[src/rtl/rom_wb_bridge.sv]
// rtl/rom_wb_bridge.sv - Wishbone classic slave assembling 32-bit reads from a 16-bit synchronous ROM
module rom_wb_bridge #(
   parameter int ROM_AW     = 10,
   parameter int WRITE_ERR  = 1,
   parameter int BIG_ENDIAN = 1
) (
   input  logic              clk,
   input  logic              reset_n,
   input  logic              wb_cyc_i,
   input  logic              wb_stb_i,
   input  logic              wb_we_i,
   input  logic [29:0]       wb_adr_i,
   input  logic [3:0]        wb_sel_i,
   output logic [31:0]       wb_dat_o,
   output logic              wb_ack_o,
   output logic              wb_err_o,
   output logic [ROM_AW-1:0] rom_addr,
   input  logic [15:0]       rom_data
);

   typedef enum logic [2:0] {
      IDLE    = 3'd0,
      ADDR_HI = 3'd1,
      ADDR_LO = 3'd2,
      DATA_LO = 3'd3,
      DONE    = 3'd4
   } state_t;

   state_t              state;
   state_t              state_nxt;
   logic                req;
   logic [ROM_AW-2:0]   adr_q;
   logic [15:0]         hi_reg;
   logic                unused_ok;

   assign req = wb_cyc_i & wb_stb_i;

   // Byte selects and upper address bits play no part: reads are always full
   // longwords and the ROM deliberately aliases across the address space.
   assign unused_ok = ^{wb_sel_i, wb_adr_i[29:ROM_AW-1]};

   // State register.
   always_ff @(posedge clk or negedge reset_n) begin
      if (!reset_n) begin
         state <= IDLE;
      end else begin
         state <= state_nxt;
      end
   end

   // Next-state logic; dropping CYC in any busy state abandons the read silently.
   always_comb begin
      state_nxt = state;
      case (state)
         IDLE: begin
            if (req) begin
               state_nxt = wb_we_i ? DONE : ADDR_HI;
            end
         end
         ADDR_HI: state_nxt = wb_cyc_i ? ADDR_LO : IDLE;
         ADDR_LO: state_nxt = wb_cyc_i ? DATA_LO : IDLE;
         DATA_LO: state_nxt = wb_cyc_i ? DONE : IDLE;
         DONE:    state_nxt = IDLE;
         default: state_nxt = IDLE;
      endcase
   end

   // Datapath: ROM address sequencing, high-half capture, longword assembly and termination.
   always_ff @(posedge clk or negedge reset_n) begin
      if (!reset_n) begin
         wb_ack_o <= 1'b0;
         wb_err_o <= 1'b0;
         wb_dat_o <= 32'h0;
         rom_addr <= '0;
         adr_q    <= '0;
         hi_reg   <= 16'h0;
      end else begin
         case (state)
            IDLE: begin
               if (req) begin
                  if (wb_we_i) begin
                     wb_err_o <= (WRITE_ERR != 0);
                     wb_ack_o <= (WRITE_ERR == 0);
                  end else begin
                     adr_q    <= wb_adr_i[ROM_AW-2:0];
                     rom_addr <= {wb_adr_i[ROM_AW-2:0], 1'b0};
                  end
               end
            end
            ADDR_HI: begin
               if (wb_cyc_i) begin
                  rom_addr <= {adr_q, 1'b1};
               end
            end
            ADDR_LO: begin
               // The ROM's one-cycle latency puts word 2n on rom_data now.
               if (wb_cyc_i) begin
                  hi_reg <= rom_data;
               end
            end
            DATA_LO: begin
               if (wb_cyc_i) begin
                  if (BIG_ENDIAN != 0) begin
                     wb_dat_o <= {hi_reg, rom_data};
                  end else begin
                     wb_dat_o <= {rom_data, hi_reg};
                  end
                  wb_ack_o <= 1'b1;
               end
            end
            DONE: begin
               wb_ack_o <= 1'b0;
               wb_err_o <= 1'b0;
            end
            default: begin
               wb_ack_o <= 1'b0;
               wb_err_o <= 1'b0;
            end
         endcase
      end
   end

endmodule
[config.mk]
export PLATFORM = sky130hd
export DESIGN_NAME = rom_wb_bridge
export DESIGN_NICKNAME = d
export VERILOG_FILES = /design/src/rtl/rom_wb_bridge.sv
export SDC_FILE = /design/constraint.sdc
export NUM_CORES = 1
export LEC_CHECK = 0
export ABC_AREA = 1
export CELL_PAD_IN_SITES_DETAIL_PLACEMENT = 0
export CELL_PAD_IN_SITES_GLOBAL_PLACEMENT = 1
export CORE_AREA = 5 5 107 109
export DETAILED_ROUTE_END_ITERATION = 8
export DIE_AREA = 0 0 112 114
export GPL_TIMING_DRIVEN = 0
export PLACE_DENSITY_LB_ADDON = 0.25
export SLEW_MARGIN = 25
export SYNTH_ARGS = -nofsm -noshare
export SYNTH_HDL_FRONTEND = slang
export SYNTH_SLANG_ARGS = --single-unit
[constraint.sdc]
create_clock -name clk -period 1.32 [get_ports clk]
set_clock_uncertainty 0.2 [all_clocks]
set_input_delay 0.132 -clock clk [delete_from_list [all_inputs] [get_ports clk]]
set_output_delay 0.132 -clock clk [all_outputs]
set_load 0.05 [all_outputs]
==> results.yml <==
floorplanning:
  boundaryPins: 99
  initial_core_util_pct: 29.6
  rows: 38
  die_w_um: 112
  dieArea_um2: 12800
  die_h_um: 114
  core_um2: 10500
setup_path:
  cp-end-kind: "flop"
  path_class: "reg -> reg"
  crit_path_max_fanout: 7
  reg2reg_slack_ns: -0.23
  cp_data_required_time_ns: 1.35
  worst_setup_path_start_kind: "flop"
  crit_arrival_ns: 1.59
  worst-r2r-cell-count: 7
synthesis:
  syn_inst: 333
  ys_seq_area_share_pct: 57.9
  syn_avg_cell_area_um2: 9.35
  synth_top_area_cell: "dfrtp_1"
  ys_types: 20
  syn_area_um2: 3110
  syn-num-nets: 388
  yosysWarnings: 0
  synth.top_cell.area_share_pct: 57.9
  ys_ff_latch: 72
  netlist_top_cells_area: "dfrtp_1 (58%), nand2_1 (15%), o21ai_2 (7.0%)"
power_and_ir_drop:
  p_clk_share_pct: 16.0
  seq_power_share_pct: 32.2
  power_per_cell_area_nw_per_um2: 2460
  p_leak_uw: 0.00251
  pwr-share-comb_pct: 51.8
  intPower_uw: 6780
  netSwitchingFraction_pct: 45.1
  p_switching_uw: 5580
  power_uw: 12400
  ir_worst_vdd_uv: 1070
layout:
  area_delta_synth_final_pct: 61.1
  final_util_pct: 47.7
  layout_common_cells: "dfrtp_1 (69), nand2_1 (59), nand2_2 (45)"
  final_common_cell: "dfrtp_1"
  largest_register_ffs: 32
  drive_gt1_share_pct: 49.4
  diodes: 0
  fin_nets: 501
timing:
  finalCriticalPeriod_ns: 1.55
  slew_violations: 0
  hold_viol: 0
  fin_ws_ns: -0.231
  clock.fmax_mhz: 645
  relSlewSlack_pct: 71.1
  tightest_slew_ns: 0.433
  rsz0062_at_grt: "yes"
  period_share_pct: 117
  setup_viol_count_final: 71
hold_path:
  hold_class: "in -> async"
cts:
  root_buffer: "clkbuf_8"
  cts_buffers: 9
  clock_path_buffers: 2
  clk_latency_ns: 0.35
  tritoncts: "built"
  clkTransAtPathRegs_ns: 0.08
  h-tree-depth: 3
  clock_sinks: 72
flow_run:
  maxCapViolCount: 0
outcome:
  status: "finished, violations left"
  violations: "negative setup slack"
grt:
  grt_overflow: 0
  grt_max_degree: 44
  grt_pass1_vias: 2867
  antenna_found_initial: 0
  grt_pass1_wl_um: 14500
  grt_usage_pct: 14.2
routing:
  ant_nets: 0
  drt-initial-drc-count: 124
  drt-total-wl_um: 8580
  vias: 2567
  drcViolationCount: 0
  routedWlPerCell_um: 14.5
  first_pass_iters: 4
  vias_per_cell: 4.34
placement:
  gp_congestion: 0.718
  port_buffers: 73
  hpwlAfterDp_um: 5550
[metrics by stage]
| step | instances | worst slack (ns) | hold WS (ns) | setup TNS [ns] | area, um^2 |
|---|---|---|---|---|---|
| 2_1_floorplan | 333 | -0.0800 | -0.364 | -2.88 | 3150 |
| 3_3_place_gp | 546 | -2.77 | 0.253 | -231.65 | 4060 |
| 3_5_place_dp | 547 | -0.588 | -0.0947 | -32.46 | 4080 |
| 4_1_cts | 588 | -0.187 | 0.0794 | -8.31 | 4700 |
| 5_1_grt | 591 | -0.294 | 0.106 | -15.97 | 5010 |
| 6_report | 591 | -0.231 | 0.0672 | -10.76 | 5010 |
[Yosys cell counts (all sizes together)]
| library cell | count |
|---|---|
| clkbuf | 1 |
| inv | 33 |
| o21ai | 42 |
| nand4 | 1 |
| dfrtp | 72 |
| nand2 | 127 |
| nor2 | 4 |
| nand3 | 38 |
| buf | 13 |
| a21oi | 2 |
[worst paths after layout]
kind | to | startpoint
setup reg to reg | adr_q[0]$_DFFE_PN0P_ | state[2]$_DFFE_PN0N_
hold reg to reg | rom_addr[7]$_DFFE_PN0P_ | rom_addr[7]$_DFFE_PN0P_
hold / removal | adr_q[5]$_DFFE_PN0P_ | reset_n
setup / recovery | adr_q[0]$_DFFE_PN0P_ | state[2]$_DFFE_PN0N_
max in group asynchronous | hi_reg[12]$_DFFE_PN0N_ | reset_n
min in group clk | wb_dat_o[10]$_DFFE_PN0P_ | rom_data[10]
[critical path, stage by stage (launching register included)]
cell and delay [ns]:
dfrtp_2 0.45, nor2_4 0.16, nand2_2 0.10, inv_2 0.09, nand3_4 0.16, buf_12 0.20
nand2_4 0.05, o21ai_2 0.05
[per-layer routing]
| layer | share of wire, % | vias to the layer above | track usage [%] |
|---|---|---|---|
| met3 | 5.8 | 13 | 3.93 |
| met1 | 43 | 1195 | 18.1 |
| met5 | 0 | - | 0 |
| met4 | 1.3 | 0 | 4.09 |
| met2 | 50 | 63 | 23.7 |
| li1 | - | 1296 | - |
[final cells by class]
type                            count  area (um^2)
Clock inverter                      6         92.6
Sequential cell                    72         1810
Timing Repair Buffer              101         1050
Inverter                           33          126
Tap cell                          140          175
Fill cell                        1024         5490
Clock buffer                       10          128
Multi-Input combinational cell    215         1450
Buffer                             14          186
[kinds of logic (layout without fill, tap and decap cells)]
group | after synthesis | after routing | share of synthesized area, %
buffers and inverters | 47 | 164 | 7.52
AOI/OAI and AO/OA | 44 | 44 | 10.2
DFF | 72 | 72 | 57.9
and+or+nand+nor | 170 | 171 | 24.4
[power groups by stage]
stage | clock network [uW] | logic [uW] | registers [uW]
floorplan | 0 | 1630 | 5640
global placement | 0 | 5190 | 3780
global route | 2110 | 6890 | 4130
finish | 1970 | 6400 | 3980
CTS | 2010 | 5940 | 3860
detailed placement | 0 | 5240 | 3810
[what timing repair did]
action                     4_1_cts  5_1_grt
buffers inserted                16        2
hold endpoints to repair        72        0
cloned                           8        2
resized for setup              342       81
hold buffers                     1        0
pin swaps                       15        8
setup endpoints to repair      116       99
(Power assumes the default switching activity.)
